--- src/rtl/chipper_ni_pkg.sv ---
// Shared flit layout, widths and helpers for the CHIPPER PE network interface.
package chipper_ni_pkg;

  localparam int unsigned FLIT_W    = 32;
  localparam int unsigned PAYLOAD_W = 24;
  localparam int unsigned DST_W     = 6;

  localparam int unsigned X_HI       = 31;
  localparam int unsigned X_LO       = 30;
  localparam int unsigned Y_HI       = 29;
  localparam int unsigned Y_LO       = 28;
  localparam int unsigned Z_HI       = 27;
  localparam int unsigned Z_LO       = 26;
  localparam int unsigned GOLD_BIT   = 25;
  localparam int unsigned VALID_BIT  = 24;
  localparam int unsigned PAYLOAD_HI = 23;
  localparam int unsigned PAYLOAD_LO = 0;

  localparam logic [FLIT_W-1:0] EMPTY_FLIT = '0;

  typedef struct packed {
    logic [DST_W-1:0]     dst;
    logic [PAYLOAD_W-1:0] payload;
  } tx_req_t;

  // Assemble a flit; the valid marker keeps every built flit nonzero.
  function automatic logic [FLIT_W-1:0] build_flit(input logic [DST_W-1:0]     dst,
                                                   input logic                 golden,
                                                   input logic [PAYLOAD_W-1:0] payload);
    logic [FLIT_W-1:0] f;
    f                       = EMPTY_FLIT;
    f[X_HI:X_LO]            = dst[5:4];
    f[Y_HI:Y_LO]            = dst[3:2];
    f[Z_HI:Z_LO]            = dst[1:0];
    f[GOLD_BIT]             = golden;
    f[VALID_BIT]            = 1'b1;
    f[PAYLOAD_HI:PAYLOAD_LO] = payload;
    return f;
  endfunction

endpackage

--- src/rtl/chipper_ni_fifo.sv ---
// First-word-fall-through FIFO with occupancy count; callers only push/pop when legal.
module chipper_ni_fifo #(
  parameter int unsigned W     = 32,
  parameter int unsigned DEPTH = 4
) (
  input  logic                     clk,
  input  logic                     rst,
  input  logic                     push,
  input  logic                     pop,
  input  logic [W-1:0]             wdata,
  output logic [W-1:0]             rdata,
  output logic [$clog2(DEPTH):0]   count
);

  localparam int unsigned PTR_W = $clog2(DEPTH);
  localparam int unsigned CNT_W = PTR_W + 1;

  logic [W-1:0]     mem [DEPTH];
  logic [PTR_W-1:0] wr_ptr;
  logic [PTR_W-1:0] rd_ptr;

  // Pointers wrap naturally because DEPTH is a power of two.
  always_ff @(posedge clk) begin
    if (rst) begin
      wr_ptr <= '0;
      rd_ptr <= '0;
      count  <= '0;
    end else begin
      if (push) wr_ptr <= wr_ptr + PTR_W'(1);
      if (pop)  rd_ptr <= rd_ptr + PTR_W'(1);
      count <= count + CNT_W'(push) - CNT_W'(pop);
    end
  end

  always_ff @(posedge clk) begin
    if (push) mem[wr_ptr] <= wdata;
  end

  assign rdata = mem[rd_ptr];

endmodule

--- src/rtl/chipper_ni.sv ---
// PE network interface for a 3D CHIPPER node: TX inject path, RX eject path, local loopback.
// Golden aging of the TX head is built only with CHIPPER_NI_GOLDEN_EN defined.
module chipper_ni
  import chipper_ni_pkg::*;
#(
  parameter logic [1:0]  xn       = 2'b00,
  parameter logic [1:0]  yn       = 2'b00,
  parameter logic [1:0]  zn       = 2'b00,
  parameter int unsigned TX_DEPTH = 4,
  parameter int unsigned RX_DEPTH = 4,
  parameter int unsigned GOLD_AGE = 8
) (
  input  logic        clk,
  input  logic        rst,
  input  logic        tx_valid,
  output logic        tx_ready,
  input  logic [5:0]  tx_dst,
  input  logic [23:0] tx_data,
  output logic [31:0] pein,
  output logic        inject_request,
  input  logic        inject_grant,
  input  logic [31:0] peout,
  output logic        rx_valid,
  input  logic        rx_ready,
  output logic [5:0]  rx_src_dst,
  output logic [23:0] rx_data,
  output logic        rx_golden,
  output logic        rx_overflow
);

  localparam logic [DST_W-1:0] OWN   = {xn, yn, zn};
  localparam int unsigned      TX_CW = $clog2(TX_DEPTH) + 1;
  localparam int unsigned      RX_CW = $clog2(RX_DEPTH) + 1;

  tx_req_t           tx_wdata;
  tx_req_t           tx_head;
  logic [TX_CW-1:0]  tx_count;
  logic              tx_push;
  logic              tx_pop;
  logic              tx_nonempty;
  logic              tx_local;
  logic              head_golden;

  logic [FLIT_W-1:0] rx_wdata;
  logic [FLIT_W-1:0] rx_head;
  logic [RX_CW-1:0]  rx_count;
  logic              rx_full;
  logic              rx_push;
  logic              rx_pop;
  logic              eject;
  logic              loop_fire;

  // TX side
  assign tx_ready    = (tx_count != TX_CW'(TX_DEPTH));
  assign tx_push     = tx_valid && tx_ready;
  assign tx_wdata    = '{dst: tx_dst, payload: tx_data};
  assign tx_nonempty = (tx_count != '0);
  assign tx_local    = tx_nonempty && (tx_head.dst == OWN);

  assign inject_request = tx_nonempty && !tx_local;
  assign pein = inject_request ? build_flit(tx_head.dst, head_golden, tx_head.payload)
                               : EMPTY_FLIT;

  // Loopback only uses the RX write port when the router is not ejecting.
  assign loop_fire = tx_local && (peout == EMPTY_FLIT) && !rx_full;
  assign tx_pop    = (inject_request && inject_grant) || loop_fire;

  chipper_ni_fifo #(
    .W     ($bits(tx_req_t)),
    .DEPTH (TX_DEPTH)
  ) u_tx_fifo (
    .clk   (clk),
    .rst   (rst),
    .push  (tx_push),
    .pop   (tx_pop),
    .wdata (tx_wdata),
    .rdata (tx_head),
    .count (tx_count)
  );

`ifdef CHIPPER_NI_GOLDEN_EN
  localparam int unsigned AGE_W = $clog2(GOLD_AGE + 1);

  logic [AGE_W-1:0] age;

  assign head_golden = (age == AGE_W'(GOLD_AGE));

  // Count stalled request cycles, saturating once the head turns golden.
  always_ff @(posedge clk) begin
    if (rst) begin
      age <= '0;
    end else if (tx_pop) begin
      age <= '0;
    end else if (inject_request && !inject_grant && !head_golden) begin
      age <= age + AGE_W'(1);
    end
  end

  assign rx_golden = rx_head[GOLD_BIT];
`else
  assign head_golden = 1'b0;
  assign rx_golden   = 1'b0;
`endif

  // RX side
  assign eject    = peout[VALID_BIT];
  assign rx_full  = (rx_count == RX_CW'(RX_DEPTH));
  assign rx_valid = (rx_count != '0);
  assign rx_pop   = rx_valid && rx_ready;
  assign rx_push  = (eject || loop_fire) && (!rx_full || rx_pop);
  assign rx_wdata = eject ? peout : build_flit(tx_head.dst, 1'b0, tx_head.payload);

  chipper_ni_fifo #(
    .W     (FLIT_W),
    .DEPTH (RX_DEPTH)
  ) u_rx_fifo (
    .clk   (clk),
    .rst   (rst),
    .push  (rx_push),
    .pop   (rx_pop),
    .wdata (rx_wdata),
    .rdata (rx_head),
    .count (rx_count)
  );

  assign rx_src_dst = {rx_head[X_HI:X_LO], rx_head[Y_HI:Y_LO], rx_head[Z_HI:Z_LO]};
  assign rx_data    = rx_head[PAYLOAD_HI:PAYLOAD_LO];

  // Sticky drop flag: the router cannot be stalled, so a full RX loses the flit.
  always_ff @(posedge clk) begin
    if (rst) begin
      rx_overflow <= 1'b0;
    end else if (eject && rx_full && !rx_pop) begin
      rx_overflow <= 1'b1;
    end
  end

  logic unused_bits;
`ifdef CHIPPER_NI_GOLDEN_EN
  assign unused_bits = rx_head[VALID_BIT];
`else
  assign unused_bits = ^{rx_head[VALID_BIT], rx_head[GOLD_BIT], GOLD_AGE != 0};
`endif

endmodule

--- config.mk ---
export PLATFORM = sky130hd
export DESIGN_NAME = chipper_ni
export DESIGN_NICKNAME = d
export VERILOG_FILES = /design/src/rtl/chipper_ni_pkg.sv /design/src/rtl/chipper_ni_fifo.sv /design/src/rtl/chipper_ni.sv
export SDC_FILE = /design/constraint.sdc
export NUM_CORES = 1
export LEC_CHECK = 0
export ABC_AREA = 1
export CAP_MARGIN = 40
export CORE_ASPECT_RATIO = 0.9
export CORE_UTILIZATION = 45
export DETAILED_ROUTE_END_ITERATION = 7
export GPL_TIMING_DRIVEN = 0
export PLACE_DENSITY = 0.68
export RECOVER_POWER = 100
export SETUP_SLACK_MARGIN = 0.02
export SKIP_LAST_GASP = 1
export SLEW_MARGIN = 20
export SYNTH_ARGS = -nofsm -noshare
export SYNTH_HDL_FRONTEND = slang
export SYNTH_SLANG_ARGS = --single-unit
--- constraint.sdc ---
create_clock -name clk -period 6.5 [get_ports clk]
set_input_delay 0.975 -clock clk [delete_from_list [all_inputs] [get_ports clk]]
set_output_delay 0.975 -clock clk [all_outputs]
set_load 0.02 [all_outputs]
==> results of run 1 <==
[worst min-delay path by stage]
| stage | start | to | slack (ns) | depth (start not counted) |
|---|---|---|---|---|
| 6_report | rx_overflow$_SDFFE_PP0P_ | rx_overflow$_SDFFE_PP0P_ | 0.47 | 1 |
| 5_1_grt | rx_overflow$_SDFFE_PP0P_ | rx_overflow$_SDFFE_PP0P_ | 0.50 | 1 |
| 4_1_cts | rx_overflow$_SDFFE_PP0P_ | rx_overflow$_SDFFE_PP0P_ | 0.47 | 1 |
| 3_5_place_dp | rx_overflow$_SDFFE_PP0P_ | rx_overflow$_SDFFE_PP0P_ | 0.46 | 1 |
| 3_3_place_gp | rx_overflow$_SDFFE_PP0P_ | rx_overflow$_SDFFE_PP0P_ | 0.45 | 1 |
| 2_1_floorplan | u_rx_fifo.rd_ptr[1]$_SDFFE_PP0P_ | flip-flop | 0.44 | 2 |
[synthesized netlist by cell type, drive strengths merged, types with 2 or more instances]
cell type  instances
clkbuf            27
dfxtp             19
nand2            158
fa                 2
edfxtp           240
inv               37
nand3             21
o22ai             30
xor2               4
nor2             135
and2               2
o21ai             94
ha                12
a21oi             31
buf               24
a32o              24
[placed cells by master (no fill, tap or decap)]
cell             Yosys  routed
dfxtp_1             19      19
o21a_1               1       1
or2_2                1       1
nor2_1             134     135
clkinv_1             0       1
xor2_1               4       4
a21oi_1             31      31
dlygate4sd3_1        0      92
inv_1               35      36
ha_1                12      12
conb_1               1       2
buf_4               11       7
clkdlybuf4s50_1      0      38
clkbuf_8             0       3
clkinvlp_2           0       1
nand2_1            153     158
bufinv_16            0       3
edfxtp_1           240     240
nand3_1             19      21
clkinvlp_4           0       2
o22ai_1             30      30
and2_1               1       1
clkbuf_16            0      27
and2_0               1       1
clkbuf_1            27      51
o21ai_0             86      94
buf_1                5       2
fa_1                 2       2
a32o_1              24      24
clkinv_2             0       5
buf_2                6       5
[power by group]
| group | total (W) | internal (W) | switching (W) |
|---|---|---|---|
| registers | 0.00212 | 0.00207 | 0.0000527 |
| logic | 0.00172 | 0.000594 | 0.00112 |
| clock network | 0.00151 | 0.000911 | 0.000596 |
[layout make-up]
| type | count | area, um2 |
|---|---|---|
| repair buffers | 138 | 1331 |
| plain buffers | 51 | 224.0 |
| clock inverters | 11 | 133.9 |
| well taps | 297 | 371.6 |
| inverters | 37 | 140.1 |
| flip-flops and latches | 259 | 7587 |
| clock buffers | 36 | 739.5 |
| multi-input cells | 517 | 2517 |
| fillers | 1870 | 9662 |
[stage by stage]
step / power [W] / util (%) / hold WS [ns] / setup WS (ns)
floorplan: 0.003162 / - / 0.4360 / 3.011
detailed placement: 0.004021 / 54.88 / 0.4578 / 2.969
finish: 0.005345 / 57.45 / 0.4688 / 1.541
global placement: 0.003960 / 53.75 / 0.4532 / 1.400
CTS: 0.005516 / 58.73 / 0.4719 / 2.496
global route: 0.005581 / 57.45 / 0.4957 / 1.204
[state kept, by name, summed over array words and instances, names as in the netlist, named ones only]
| name | flops |
|---|---|
| u_rx_fifo.rd_ptr | 2 |
| u_tx_fifo.rd_ptr | 2 |
| u_rx_fifo.wr_ptr | 2 |
| u_tx_fifo.wr_ptr | 2 |
| u_rx_fifo.mem | 120 |
| rx_overflow | 1 |
| u_tx_fifo.count | 3 |
| u_tx_fifo.mem | 120 |
| u_rx_fifo.count | 3 |
[metal layers]
layer / share of wire (%) / GRT usage [%]
met2: 49 / 37.14
met3: 7.0 / 3.049
met5: 0 / 0
met4: 3.0 / 7.009
met1: 41 / 28.86
[cells by family (layout without fill, tap and decap cells)]
family | Yosys count | after routing | synth area share (%)
xor gates and xnor gates | 4 | 4 | 0.3327
other | 1 | 2 | 0.03562
and+or+nand+nor | 317 | 317 | 11.91
AOI/OAI and AO/OA | 180 | 180 | 10.08
adders and majority gates | 14 | 14 | 1.806
buffers and inverters | 88 | 273 | 3.768
DFF | 259 | 259 | 72.07
[worst max-delay path, cell delays in order, from the launching register on]
cell and delay [ns]:
dfxtp_1 0.33, clkbuf_1 0.30, clkinvlp_2 0.33, clkbuf_1 0.30, nand2_1 0.11, nand3_1 0.07
nand2_1 0.20, nand2_1 0.08, nor2_1 0.14, nand2_1 0.13, nand2_1 0.19, clkbuf_1 0.45
nor2_1 0.14, dlygate4sd3_1 0.68
==> results by group, run 1 <==
Run status
  – Status: complete, but fails checks
  – Failing checks: capacitance limit, slew limit

STA
  – Slew @ Worst Pin: 1.679 ns
  – Setup repair after global routing missed its margin: no
  – Pins Over Slew Limit: 61
  – Setup_tns: 0 ns
  – Endpoints failing setup: 0
  – Period utilisation layout: 76.30%
  – Worst Skew: 0.008845 ns
  – Max_slew headroom: -12.35%
  – Highest attainable clock frequency: 201.6 MHz
  – Fin. Hold Viols: 0
  – Min cycle time layout: 4.959 ns

Floorplan
  – Ports: 134
  – Core area: 22710 um2
  – Die height: 147.1 um
  – # rows: 52
  – Die width: 163.2 um
  – Die footprint: 24010 um2
  – Starting density of the core: 46.36%

Setup path
  – CP required: 5.52 ns
  – Worst R2R Setup Slack: 1.76 ns
  – Worst-path fanout max: 10
  – Critical path destination: pein[18]
  – Kind of critical path: flip-flop to primary output
  – R2R depth: 13
  – Critical Path Source Type: flip-flop
  – Reg2reg end: u_rx_fifo.mem[2][7]$_DFFE_PP_
  – Critical path endpoint category: primary output
  – Crit path DAT: 3.98 ns

Route
  – Vias: 7234
  – Detailed Route Iter0 Violations: 616
  – Vias/cell: 5.374
  – # DRC: 0
  – DRT Wirelength: 25910 um
  – DR pass1 iterations: 5
  – Final ANT Viol Nets: 0
  – WL/cell: 19.25 um

Clock tree
  – CTS sink count: 259
  – Clk_lat worst skew: 0.52 ns
  – Num CTS Buffers: 26
  – Post-cts repair resize count: 0
  – Clock root buffer: clkbuf_16
  – Setup Buffers After CTS: 0
  – CTS tree: yes
  – Clock buffer depth: 3
  – Clock Pin Slew Worst Setup and Hold Paths: 0.06 ns
  – Hold buffer count at cts: 0
  – CTS HTree Levels: 1

Final layout
  – Layout cell share with drive strength beyond 1: 5.148%
  – Non-filler cells, final: 1346
  – Area Growth Syn to Fin: 23.91%
  – Final net count: 1111
  – Final Instance Area: 13050 um2
  – Diodes inserted: 0

Global routing
  – First-pass GRT wire length: 39290 um
  – Vias in the first global route: 6976
  – Global route total overflow: 0
  – Initial antenna violation count: 0
  – GRT Total Usage: 21.83%
  – Pin count of the biggest net entering global routing: 24

Logic synthesis
  – Main area contributors after synthesis: edfxtp_1, nand2_1, nor2_1
  – Synth Cell Area: 10530 um2
  – Top-area cell type share of the netlist area: 68.46%
  – Synth Warn #: 0
  – Cells after synthesis: 863
  – Sequential fraction of the synthesis area: 72.07%
  – Yosys reg bits: 259
  – EDFF count, synth: 240
  – Asr flop ratio synth: 0%
  – Synth area leader: edfxtp_1
  – Syn avg cell area: 12.20 um2
  – Yosys cell types: 29
  – Ys flop type: edfxtp_1

Min path
  – Worst Hold Class: flip-flop to flip-flop

Place
  – Placed cell count: 1299
  – Port Buffer Count: 130
  – HPWL after DPL: 18090 um
  – Dpl cell area: 12460 um2
  – Final Wtd Congestion: 0.8300

Power and ir drop
  – Power density over the cells: 409.7 nW/um2
  – VDD IR max: 262.0 uV
  – Cell leakage power: 4.706 nW

Job
  – Max Cap Violations: 3
No activity file was read; power rests on OpenSTA's default activity.
==> inputs of run 2 (changes only) <==
==> constraint.sdc (replaced) <==
create_clock -name clk -period 4.98 [get_ports clk]
set_input_delay 0.747 -clock clk [delete_from_list [all_inputs] [get_ports clk]]
set_output_delay 0.747 -clock clk [all_outputs]
set_load 0.02 [all_outputs]
==> results by group, run 2 (same netlist as run 1, synthesis figures left out) <==
Final layout
  – Final core utilization: 57.92% (+0.47 points)
  – Diodes inserted: 0 (unchanged)
  – Biggest regs: u_rx_fifo.mem: 120 flops, u_tx_fifo.mem: 120 flops
  – Final net count: 1111 (unchanged)
  – Layout cell share with drive strength beyond 1: 6.006% (+0.86 points)
  – Commonest non-fill, non-tap cell in the layout: edfxtp_1
  – Area Growth Syn to Fin: 24.93%
  – Commonest non-fill, non-tap cells in the layout: edfxtp_1, nand2_1, nor2_1, o21ai_0, dlygate4sd3_1

Floorplan
  – Die footprint: 24010 um2 (unchanged)
  – Die width: 163.2 um (unchanged)
  – Starting density of the core: 46.36% (unchanged)
  – Core area: 22710 um2 (unchanged)
  – Ports: 134 (unchanged)
  – Die height: 147.1 um (unchanged)
  – # rows: 52 (unchanged)

Setup path
  – Critical Path Source Type: flip-flop
  – Crit path DAT: 3.51 ns (-0.47 ns)
  – Critical path endpoint category: primary output
  – CP required: 4.23 ns (-1.29 ns)
  – Kind of critical path: flip-flop to primary output
  – Worst-path fanout max: 10 (unchanged)

Clock tree
  – Hold buffer count at cts: 0 (unchanged)
  – Setup Buffers After CTS: 0 (unchanged)
  – CTS tree: yes
  – Clock buffer depth: 3 (unchanged)
  – CTS sink count: 259 (unchanged)
  – Num CTS Buffers: 26 (unchanged)
  – Clk_lat worst skew: 0.52 ns (about the same)
  – Post-cts repair resize count: 0 (unchanged)
  – Clock Pin Slew Worst Setup and Hold Paths: 0.06 ns (about the same)
  – CTS HTree Levels: 1 (unchanged)
  – Clock root buffer: clkbuf_16

Route
  – DRT Wirelength: 25940 um (about the same)
  – # DRC: 0 (unchanged)
  – Vias/cell: 5.334 (-0.75%)
  – Vias: 7180 (-0.75%)
  – DR pass1 iterations: 5 (unchanged)
  – WL/cell: 19.27 um (about the same)
  – Detailed Route Iter0 Violations: 506 (-18%)
  – Final ANT Viol Nets: 0 (unchanged)

Global routing
  – Global route total overflow: 0 (unchanged)
  – Vias in the first global route: 6976 (unchanged)
  – Initial antenna violation count: 0 (unchanged)
  – Pin count of the biggest net entering global routing: 24 (unchanged)
  – GRT Total Usage: 21.83% (unchanged)
  – First-pass GRT wire length: 39290 um (unchanged)

Place
  – Final Wtd Congestion: 0.8300 (unchanged)
  – HPWL after DPL: 18090 um (unchanged)
  – Place WS: 1.677 ns (-1.292 ns)
  – Port Buffer Count: 130 (unchanged)

STA
  – Max_slew headroom: -15.30% (-3.0 points)
  – Slew @ Worst Pin: 1.723 ns (+0.04412 ns)
  – Highest attainable clock frequency: 234.8 MHz
  – Min cycle time layout: 4.259 ns
  – Worst Skew: 0.01147 ns (+0.002621 ns)
  – Setup repair after global routing missed its margin: no
  – Setup_tns: 0 ns (unchanged)
  – Final worst setup slack: 0.7214 ns (-0.8193 ns)
  – Endpoints failing setup: 0 (unchanged)
  – Period utilisation layout: 85.51%
  – Fin. Hold Viols: 0 (unchanged)
  – Pins Over Slew Limit: 36 (-41%)

Run status
  – Status: complete, but fails checks
  – Failing checks: capacitance limit, slew limit

Power and ir drop
  – Power density over the cells: 532.9 nW/um2 (+30%)
  – VDD IR max: 352.9 uV (+35%)
  – Cell leakage power: 4.759 nW (+1.1%)

Min path
  – Min-delay src: rx_overflow$_SDFFE_PP0P_
  – Worst Hold Class: flip-flop to flip-flop

Job
  – Max Cap Violations: 2 (-1)
-- run 2: cell types whose count changed in the layout (fill, tap and decap cells not counted), sizes merged --
cell | before | now
dlygate4sd3 | 92 | 90
clkbuf | 81 | 74
clkinvlp | 3 | 2
clkdlybuf4s50 | 38 | 40
buf | 14 | 21
inv | 36 | 37
-- run 2: worst max-delay path: stages, from the launching register on --
cell and delay (ns):
dfxtp_1 0.33, clkbuf_1 0.33, clkbuf_1 0.40, nand2_1 0.09
nand3_1 0.11, nand2_1 0.17, nand2_2 0.10, nor2_1 0.05
nand2_1 0.13, nand2_1 0.17, buf_4 0.23, nor2_1 0.17
dlygate4sd3_1 0.71
-- run 2: path summary, 6_finish.rpt --
path                                                      end  slack, ns  cells past startpoint
worst max-delay path                                 pein[18]       0.72                     12
worst min-delay path                 rx_overflow$_SDFFE_PP0P_       0.47                      1
worst max register to register  u_rx_fifo.mem[2][7]$_DFFE_PP_       0.97                     13
worst min register to register       rx_overflow$_SDFFE_PP0P_       0.47                      1
-- run 2: metal layers --
metal	wire length, um	up-vias	track usage (%)
li1	-	3401	-
met1	10710	3460	28.86
met2	12770	266	37.14
met3	1623	53	3.049
met4	830	0	7.009
met5	0	-	0
-- run 2: cell type report --
| class | instances | area [um2] |
|---|---|---|
| Clock inverter | 11 | 133.9 |
| Buffer | 51 | 235.2 |
| Sequential cell | 259 | 7587 |
| Clock buffer | 36 | 739.5 |
| Fill cell | 1854 | 9554 |
| Timing Repair Buffer | 138 | 1419 |
| Multi-Input combinational cell | 517 | 2525 |
| Inverter | 37 | 141.4 |
| Tap cell | 297 | 371.6 |
-- run 2: through the flow --
| step | hold slack (ns) | power, W | std cells | cell area, um2 |
|---|---|---|---|---|
| final | 0.4682 | 0.007009 | 1346 | 13150 |
| after global routing | 0.4957 | 0.007319 | 1346 | 13150 |
| after CTS | 0.4719 | 0.007200 | 1346 | 13340 |
| after detailed placement | 0.4578 | 0.005249 | 1299 | 12460 |
| after global placement | 0.4532 | 0.005169 | 1291 | 12200 |
| after floorplan | 0.4360 | 0.004127 | 864 | 10530 |
-- run 2: power by group --
group | internal (W) | switching, W
sequential | 0.00269 | 0.0000688
clock | 0.00119 | 0.000779
combinational | 0.000805 | 0.00147
==> inputs of run 3 (changes only) <==
--- a/config.mk
+++ b/config.mk
@@ -11,7 +11,7 @@
 export CORE_UTILIZATION = 45
 export DETAILED_ROUTE_END_ITERATION = 7
 export GPL_TIMING_DRIVEN = 0
-export PLACE_DENSITY = 0.68
+export PLACE_DENSITY_LB_ADDON = 0.08
 export RECOVER_POWER = 100
 export SETUP_SLACK_MARGIN = 0.02
 export SKIP_LAST_GASP = 1
==> constraint.sdc (replaced) <==
create_clock -name clk -period 4.5 [get_ports clk]
set_input_delay 0.675 -clock clk [delete_from_list [all_inputs] [get_ports clk]]
set_output_delay 0.675 -clock clk [all_outputs]
set_load 0.02 [all_outputs]
==> results by group, run 3 (same netlist as run 1, synthesis figures left out) <==
Run status
  – Status: complete, but fails checks
  – Failing checks: capacitance limit, slew limit

Floorplan
  – Die height: 147.1 um (unchanged)
  – Core area: 22710 um2 (unchanged)
  – Die footprint: 24010 um2 (unchanged)
  – Ports: 134 (unchanged)
  – # rows: 52 (unchanged)
  – Die width: 163.2 um (unchanged)
  – Starting density of the core: 46.36% (unchanged)

Min path
  – Worst Hold Class: flip-flop to flip-flop

Setup path
  – Crit path top cell by count: clkbuf_1
  – Crit path DAT: 3.22 ns (-0.29 ns)
  – Critical path endpoint category: primary output
  – Cell Chain, Critical Path: inv_1 > clkbuf_1 > clkbuf_1 > a32o_1 > nor2_1 > dlygate4sd3_1
  – CP max stage delay: 0.65 ns (-0.06 ns)
  – Slowest CP cell: dlygate4sd3_1
  – Worst-path fanout max: 10 (unchanged)
  – Critical Path Source Type: flip-flop
  – CP required: 3.83 ns (-0.40 ns)
  – Kind of critical path: flip-flop to primary output

Route
  – Met1 Wirelength: 10820 um (+0.98%)
  – DR pass1 iterations: 5 (unchanged)
  – Met2 wire len: 12220 um (-4.3%)
  – Vias/cell: 5.120 (-4.0%)
  – DR WL met3: 1137 um (-30%)
  – Final ANT Viol Nets: 0 (unchanged)
  – Vias: 6907 (-3.8%)
  – # DRC: 0 (unchanged)
  – Detailed Route Iter0 Violations: 405 (-20%)
  – Top Metal Used: met4
  – DRT Wirelength: 24910 um (-4.0%)
  – WL/cell: 18.47 um (-4.2%)

STA
  – Pins Over Slew Limit: 56 (+56%)
  – Highest attainable clock frequency: 257.0 MHz
  – Worst Skew: 0.02232 ns (+0.01085 ns)
  – Min cycle time layout: 3.891 ns
  – Final worst setup slack: 0.6094 ns (-0.1120 ns)
  – Slew @ Worst Pin: 1.630 ns (-0.09291 ns)
  – Period utilisation layout: 86.46%
  – Endpoints failing setup: 0 (unchanged)
  – Setup repair after global routing missed its margin: no
  – Max_slew headroom: -9.086% (+6.2 points)
  – Fin. Hold Viols: 0 (unchanged)

Clock tree
  – Clock buffer depth: 3 (unchanged)
  – Clock root buffer: clkbuf_16
  – CTS tree: yes
  – Setup Buffers After CTS: 0 (unchanged)
  – Clock Pin Slew Worst Setup and Hold Paths: 0.06 ns (about the same)
  – CTS HTree Levels: 1 (unchanged)
  – CTS sink count: 259 (unchanged)
  – Post-cts repair resize count: 0 (unchanged)
  – Clk_lat worst skew: 0.54 ns (+0.02 ns)
  – Num CTS Buffers: 27 (+3.8%)
  – Hold buffer count at cts: 0 (unchanged)

Final layout
  – Diodes inserted: 0 (unchanged)
  – Biggest regs: u_rx_fifo.mem: 120 flops, u_tx_fifo.mem: 120 flops
  – Final Instance Area: 13130 um2 (-0.15%)
  – Layout cell share with drive strength beyond 1: 5.703% (-0.30 points)
  – Final net count: 1112 (+0.090%)
  – Area occupied by registers: 7587 um2 (unchanged)
  – Non-filler cells, final: 1349 (+0.22%)
  – Area of the multi-input gates: 2522 um2 (about the same)
  – Commonest non-fill, non-tap cell in the layout: edfxtp_1
  – Commonest non-fill, non-tap cells in the layout: edfxtp_1, nand2_1, nor2_1, o21ai_0, dlygate4sd3_1
  – Area Growth Syn to Fin: 24.74%
  – FILL cells: 1889 (+1.9%)

Global routing
  – Initial antenna violation count: 0 (unchanged)
  – First-pass GRT wire length: 38560 um (-1.9%)
  – Pin count of the biggest net entering global routing: 25 (+4.2%)
  – Vias in the first global route: 6861 (-1.6%)
  – Global route total overflow: 0 (unchanged)
  – GRT Total Usage: 21.30% (-0.54 points)

Place
  – Placed cell count: 1299 (unchanged)
  – Port Buffer Count: 130 (unchanged)
  – Dpl cell area: 12480 um2 (+0.12%)
  – Place WS: 1.167 ns (-0.5099 ns)
  – HPWL after DPL: 17740 um (-1.9%)
  – Final Wtd Congestion: 0.8659 (+4.3%)

Job
  – Max Cap Violations: 3 (+1)

Power and ir drop
  – VDD IR max: 291.1 uV (-18%)
  – Power density over the cells: 581.4 nW/um2 (+9.1%)
  – Cell leakage power: 4.756 nW (about the same)
-- run 3: path summary, 6_finish.rpt --
kind / from / end / slack, ns / depth (start not counted)
setup reg to reg: flip-flop / u_rx_fifo.mem[2][11]$_DFFE_PP_ / 0.90 / 10
hold reg to reg: u_rx_fifo.rd_ptr[1]$_SDFFE_PP0P_ / u_rx_fifo.rd_ptr[1]$_SDFFE_PP0P_ / 0.46 / 2
hold / removal: u_rx_fifo.rd_ptr[1]$_SDFFE_PP0P_ / u_rx_fifo.rd_ptr[1]$_SDFFE_PP0P_ / 0.46 / 2
setup / recovery: flip-flop / pein[18] / 0.61 / 6
-- run 3: routing by layer --
layer	track usage, %	vias up
met5	0	-
met4	7.009	0
met3	3.134	50
met2	35.36	191
met1	28.73	3257
li1	-	3409
-- run 3: where the power goes --
part	switching [W]	total [W]	internal [W]
clock	0.000859	0.00207	0.00121
combinational	0.00160	0.00250	0.000902
sequential	0.0000757	0.00306	0.00298
-- run 3: final cells by class --
cell class	count	share of cell area, %
Buffer	51	1.925
Tap cell	297	2.830
Timing Repair Buffer	138	10.86
Clock buffer	40	5.745
Clock inverter	10	0.5812
Multi-Input combinational cell	517	19.21
Inverter	37	1.077
Sequential cell	259	57.77
-- run 3: stage by stage --
stage / util (%) / TNS, ns / hold WS, ns / total power, W
detailed placement: 54.95 / 0 / 0.4566 / 0.005798
finish: 57.84 / 0 / 0.4631 / 0.007635
CTS: 58.61 / 0 / 0.4644 / 0.007863
global route: 57.84 / 0 / 0.5008 / 0.008011
global placement: 53.75 / -31.94 / 0.4543 / 0.005722
floorplan: - / 0 / 0.4360 / 0.004567
-- run 3: worst max-delay path: cells and delay by family (launching register included) --
family / cells / cell delay [ns]
flops: 1 / 0.39
compound gates: 1 / 0.32
buf+inv: 4 / 1.88
simple gates: 1 / 0.09
